$ cat config.mk
export PLATFORM = sky130hd
export DESIGN_NAME = regs_wb_sched
export DESIGN_NICKNAME = d
export VERILOG_FILES = /design/src/rtl/regs_wb_sched_pkg.sv /design/src/rtl/regs_wb_sched_wb_scoreboard.sv /design/src/rtl/regs_wb_sched.sv
export SDC_FILE = /design/constraint.sdc
export NUM_CORES = 1
export LEC_CHECK = 0
export BUFFER_PORTS_ARGS = -buffer_cell sky130_fd_sc_hd__buf_2
export CAP_MARGIN = 25
export CORE_UTILIZATION = 44
export DETAILED_ROUTE_END_ITERATION = 8
export PLACE_DENSITY = 0.84
export SLEW_MARGIN = 20
export SYNTH_ARGS = -nofsm -noshare
export SYNTH_HDL_FRONTEND = slang
export SYNTH_SLANG_ARGS = --single-unit
$ cat constraint.sdc
create_clock -name clk -period 1.65 [get_ports clk]
set_input_delay 0.0825 -clock clk [delete_from_list [all_inputs] [get_ports clk]]
set_output_delay 0.0825 -clock clk [all_outputs]
set_load 0.05 [all_outputs]
$ cat src/rtl/regs_wb_sched_pkg.sv
// Shared constants and FSM encoding for the register-file write-port scheduler.
package regs_wb_sched_pkg;

  localparam logic [31:0] ZeroWord = 32'h0;
  localparam logic [4:0]  ZeroReg  = 5'h0;

  typedef enum logic {
    IDLE = 1'b0,
    HOLD = 1'b1
  } hold_state_t;

endpackage

$ cat src/rtl/regs_wb_sched_wb_scoreboard.sv
// Outstanding-load scoreboard: one pending bit per register, x0 never tracked,
// plus the three-port hazard lookup used to stall ID.
module wb_scoreboard
  import regs_wb_sched_pkg::*;
(
  input  logic        clk,
  input  logic        rst,
  input  logic        set_en,
  input  logic [4:0]  set_idx,
  input  logic        clr_en,
  input  logic [4:0]  clr_idx,
  input  logic [4:0]  rs1,
  input  logic [4:0]  rs2,
  input  logic [4:0]  rd,
  output logic [31:0] pending,
  output logic        hazard
);

  logic [31:0] set_mask;
  logic [31:0] clr_mask;
  logic [31:0] pending_next;

  // Next scoreboard value; the set is applied after the clear so a newly issued
  // load to the register being written back stays outstanding.
  always_comb begin
    set_mask = ZeroWord;
    clr_mask = ZeroWord;
    if (set_en && (set_idx != ZeroReg)) set_mask[set_idx] = 1'b1;
    if (clr_en && (clr_idx != ZeroReg)) clr_mask[clr_idx] = 1'b1;
    pending_next    = (pending & ~clr_mask) | set_mask;
    pending_next[0] = 1'b0;
  end

  // Pending register; reset drops every outstanding load.
  always_ff @(posedge clk) begin
    if (!rst) pending <= ZeroWord;
    else      pending <= pending_next;
  end

  // Hazard if any ID operand or the destination still awaits load data.
  always_comb begin
    hazard = 1'b0;
    if ((rs1 != ZeroReg) && pending[rs1]) hazard = 1'b1;
    if ((rs2 != ZeroReg) && pending[rs2]) hazard = 1'b1;
    if ((rd  != ZeroReg) && pending[rd])  hazard = 1'b1;
  end

endmodule

$ cat src/rtl/regs_wb_sched.sv
// Write-port scheduler: arbitrates the register-file write port between EX
// (priority) and returning LSU loads, tracks outstanding loads and holds EX
// off when the LSU has been blocked for STARVE_MAX consecutive cycles.
module regs_wb_sched
  import regs_wb_sched_pkg::*;
#(
  parameter int STARVE_MAX = 4
) (
  input  logic        clk,
  input  logic        rst,
  input  logic        ex_wen_i,
  input  logic [4:0]  ex_waddr_i,
  input  logic [31:0] ex_wdata_i,
  input  logic        ld_issue_i,
  input  logic [4:0]  ld_issue_rd_i,
  input  logic        lsu_valid_i,
  input  logic [4:0]  lsu_rd_i,
  input  logic [31:0] lsu_data_i,
  output logic        lsu_ready_o,
  input  logic [4:0]  id_rs1_i,
  input  logic [4:0]  id_rs2_i,
  input  logic [4:0]  id_rd_i,
  output logic        stall_o,
  output logic        ex_hold_o,
  output logic        reg_wen_o,
  output logic [4:0]  reg_waddr_o,
  output logic [31:0] reg_wdata_o,
  output logic [31:0] pending_o
);

  localparam logic [3:0] StarveMax = 4'(STARVE_MAX);

  logic        grant;
  logic        wen;
  logic [4:0]  waddr;
  logic [31:0] wdata;
  logic [3:0]  blk_cnt;
  logic [3:0]  blk_next;
  hold_state_t state;
  hold_state_t state_next;
  logic [31:0] pending;
  logic        hazard;

  // Port arbitration: EX wins, otherwise an LSU load is granted the port.
  always_comb begin
    grant = 1'b0;
    wen   = 1'b0;
    waddr = ZeroReg;
    wdata = ZeroWord;
    if (ex_wen_i) begin
      wen   = 1'b1;
      waddr = ex_waddr_i;
      wdata = ex_wdata_i;
    end else if (lsu_valid_i) begin
      grant = 1'b1;
      wen   = 1'b1;
      waddr = lsu_rd_i;
      wdata = lsu_data_i;
    end
  end

  // Consecutive blocked-LSU counter, saturating at the starvation limit.
  always_comb begin
    blk_next = blk_cnt;
    if (!lsu_valid_i || grant)   blk_next = 4'd0;
    else if (blk_cnt != StarveMax) blk_next = blk_cnt + 4'd1;
  end

  // Counter register.
  always_ff @(posedge clk) begin
    if (!rst) blk_cnt <= 4'd0;
    else      blk_cnt <= blk_next;
  end

  // Hold FSM next state; entering HOLD on the edge where the counter reaches
  // the limit makes ex_hold_o visible in the following (5th blocked) cycle.
  always_comb begin
    state_next = state;
    case (state)
      IDLE:    if (blk_next == StarveMax) state_next = HOLD;
      HOLD:    if (grant) state_next = IDLE;
      default: state_next = IDLE;
    endcase
  end

  // FSM state register.
  always_ff @(posedge clk) begin
    if (!rst) state <= IDLE;
    else      state <= state_next;
  end

  wb_scoreboard u_scoreboard (
    .clk     (clk),
    .rst     (rst),
    .set_en  (ld_issue_i),
    .set_idx (ld_issue_rd_i),
    .clr_en  (grant),
    .clr_idx (lsu_rd_i),
    .rs1     (id_rs1_i),
    .rs2     (id_rs2_i),
    .rd      (id_rd_i),
    .pending (pending),
    .hazard  (hazard)
  );

  assign reg_wen_o   = rst & wen;
  assign reg_waddr_o = rst ? waddr : ZeroReg;
  assign reg_wdata_o = rst ? wdata : ZeroWord;
  assign lsu_ready_o = rst & grant;
  assign stall_o     = rst & hazard;
  assign ex_hold_o   = rst & (state == HOLD);
  assign pending_o   = rst ? pending : ZeroWord;

endmodule

==> results.sh <==
export IMPL_hold_viol_final=0
export IMPL_die_w_um=82.59
export IMPL_dp_hpwl_um=9228
export IMPL_hp_class="input pin to flip-flop"
export IMPL_io_buffers=170
export IMPL_layout_commonest_cell="buf_2"
export IMPL_drive_above_1_share_pct=45.63
export IMPL_hold_buffers=0
export IMPL_dp_cells=581
export IMPL_clock_latency_ns=0.30
export IMPL_synth_area_um2=2858
export IMPL_synth_net_count=434
export IMPL_fin_setup_tns_ns=-0.4307
export IMPL_syn2layout_area_growth_pct=43.04
export IMPL_antenna_found_initial=0
export IMPL_comb_power_share_pct=32.6
export IMPL_vias=3575
export IMPL_grt_pass1_vias=3248
export IMPL_row_count=28
export IMPL_worstMarginPinSlew_ns=0.5318
export IMPL_p_leak_uw=0.001966
export IMPL_cts_sinks=36
export IMPL_dr_pass1_iters=5
export IMPL_die_area_um2=6821
export IMPL_crit_fanout=4
export IMPL_end_kind="output pin"
export IMPL_ys_flop_type="dfxtp_1"
export IMPL_violations="setup timing"
export IMPL_drtAntennaViolNets=0
export IMPL_whs_ns=0.09386
export IMPL_fillers=498
export IMPL_synth_distinct_cells=47
export IMPL_ys_seq_area_share_pct=25.22
export IMPL_drv_slew=0
export IMPL_clk_pin_slew_ns=0.08
export IMPL_critPathRequiredTime_ns=1.57
export IMPL_status="complete, but fails checks"
export IMPL_nets=615
export IMPL_dieHeight_um=82.59
export IMPL_io_pin_count=172
export IMPL_max_freq_mhz=480.6
export IMPL_fp_coreArea_um2=6096
export IMPL_synthArstFlopShare_pct=0
export IMPL_setup_ws_ns=-0.4307
export IMPL_drtIter0Drc=305
export IMPL_syn_area_per_cell_um2=8.582
export IMPL_worstSetupStartpointType="flip-flop"
export IMPL_setup_viol=1
export IMPL_drc=0
export IMPL_diodes=0
export IMPL_wl_um=11530
export IMPL_final_cell_mix="buf_2 (166), o21ai_0 (61), a22o_1 (37), and2_1 (34), dfxtp_1 (33)"
export IMPL_power_switching_uw=875.3
export IMPL_gp_congestion=0.9773
export IMPL_rsz0062_at_grt="true"
export IMPL_internal_power_uw=1617
export IMPL_maxCapViolations=0
export IMPL_p_per_area_nw_per_um2=609.8
export IMPL_grtUsageTotal_pct=33.79
export IMPL_fin_skew_ns=0.005638
export IMPL_htreeDepth=2
export IMPL_synth_edff_count=0
export IMPL_period_share_pct=126.1
export IMPL_syn_inst=333
export IMPL_grt_pass1_wl_um=16660
export IMPL_cts_made_buffers=5
export IMPL_clk_path_buf_depth=2
export IMPL_switching_share_pct=35.12
export IMPL_p_clk_share_pct=31.8
export IMPL_seq_power_share_pct=35.6
export IMPL_fin_crit_ns=2.081
export IMPL_crit_type="flip-flop to output pin"
export IMPL_timing_slew_headroom_pct=64.10
export IMPL_cp_data_arrival_time_ns=2.00
export IMPL_start_util_pct=46.88
export IMPL_yosysWarnings=0
export IMPL_final_cells=590
export IMPL_vdd_drop_max_uv=669.8
export IMPL_post_drt_wl_per_cell_um=19.54
export IMPL_grt_ovfl_total=0
export IMPL_synth_seq_cells=36
export IMPL_grt_max_degree=35
export IMPL_cts_root_buf="clkbuf_8"
export IMPL_power_total_uw=2493
export IMPL_drt_vias_per_instance=6.059
export IMPL_cts_tree="yes"
==> critical path, cell delays in order, from the launching register on <==
cell and delay (ns):
dfxtp_1 0.37, mux2_1 0.36, a221oi_2 0.25, a2111oi_1 0.10, nor4_2 0.27, a41oi_2 0.16
buf_6 0.19
==> cells by family (layout without fill, tap and decap cells) <==
kind of cell	Yosys count	after routing	synth area share (%)
AO/OA/AOI/OAI	121	121	28.33
AND/OR/NAND/NOR	107	107	21.37
flip-flops	36	36	25.22
multiplexers	35	35	18.74
buffers and inverters	30	212	5.035
adder cells (fa/ha/maj)	2	2	0.8755
other	1	1	0.1312
XOR/XNOR	1	1	0.3065
==> worst paths after layout <==
kind | from | endpoint | slack [ns] | cells after the start
worst max register to register | blk_cnt[0] | state | 0.31 | 7
worst min-delay path | ex_wen_i | blk_cnt[3] | 0.09 | 3
worst min register to register | state | state | 0.56 | 3
worst max-delay path | u_scoreboard.pending[3] | stall_o | -0.43 | 6
==> layout make-up <==
type | count | area, um2 | share of cell area (%)
tap | 75 | 93.84 | 2.296
sequential | 36 | 726.9 | 17.78
clock inverter | 3 | 42.54 | 1.041
inverter | 5 | 18.77 | 0.4591
timing repair buffer | 199 | 1120 | 27.40
multi-input combinational | 267 | 2017 | 49.34
clock buffer | 5 | 68.82 | 1.684
==> repair_timing <==
item / in CTS / in global routing
endpoints found under the setup margin: 1 / 1
pin swaps: 2 / 2
hold endpoints to repair: 0 / 0
buffers inserted: 0 / 1
resized for setup: 5 / 4
==> registers in the layout (all words and copies together) (netlist names) <==
signal	cells
u_scoreboard.pending	31
blk_cnt	4
state	1
==> power groups by stage <==
stage	Sequential (uW)	Combinational [uW]	Clock [uW]
floorplan	906	494	0
global placement	908	785	0
detailed placement	909	797	0
CTS	889	805	795
global route	889	856	834
finish	888	813	791
==> Yosys cell counts (2+ instances only) <==
cell type	instances	area [um2]
a21oi_1	4	20.02
a22o_1	37	324.1
a22oi_1	4	30.03
and2_1	34	212.7
buf_1	4	15.01
buf_2	7	35.03
buf_4	2	15.01
buf_6	2	22.52
clkbuf_1	10	37.54
dfxtp_1	36	720.7
ha_1	2	25.02
inv_1	5	18.77
mux2_2	3	33.78
mux2i_1	16	160.2
mux4_2	14	315.3
nand2_1	15	56.30
nand2b_1	5	31.28
nand3_1	11	55.05
nand3b_1	6	45.04
nand4b_1	3	26.28
nor2_1	12	45.04
nor2b_1	8	50.05
nor3_1	2	10.01
nor3b_1	2	15.01
o2111a_1	2	22.52
o21ai_0	61	305.3
o21ai_1	4	20.02
or3_1	3	18.77
==> layer usage <==
metal | routed length [um] | GRT usage (%)
met1 | 4257 | 39.11
met2 | 5829 | 60.50
met3 | 1129 | 6.264
met4 | 310 | 14.66
met5 | 0 | 0
==> per-stage QoR <==
stage	setup WS (ns)	instance area [um2]	utilization, %
finish	-0.4307	4088	67.06
global route	-0.4959	4088	67.06
CTS	-0.4545	4069	66.75
detailed placement	-0.2269	3943	64.68
global placement	-0.2065	3943	64.68
floorplan	-0.08648	2867	-
(Power assumes the default switching activity.)
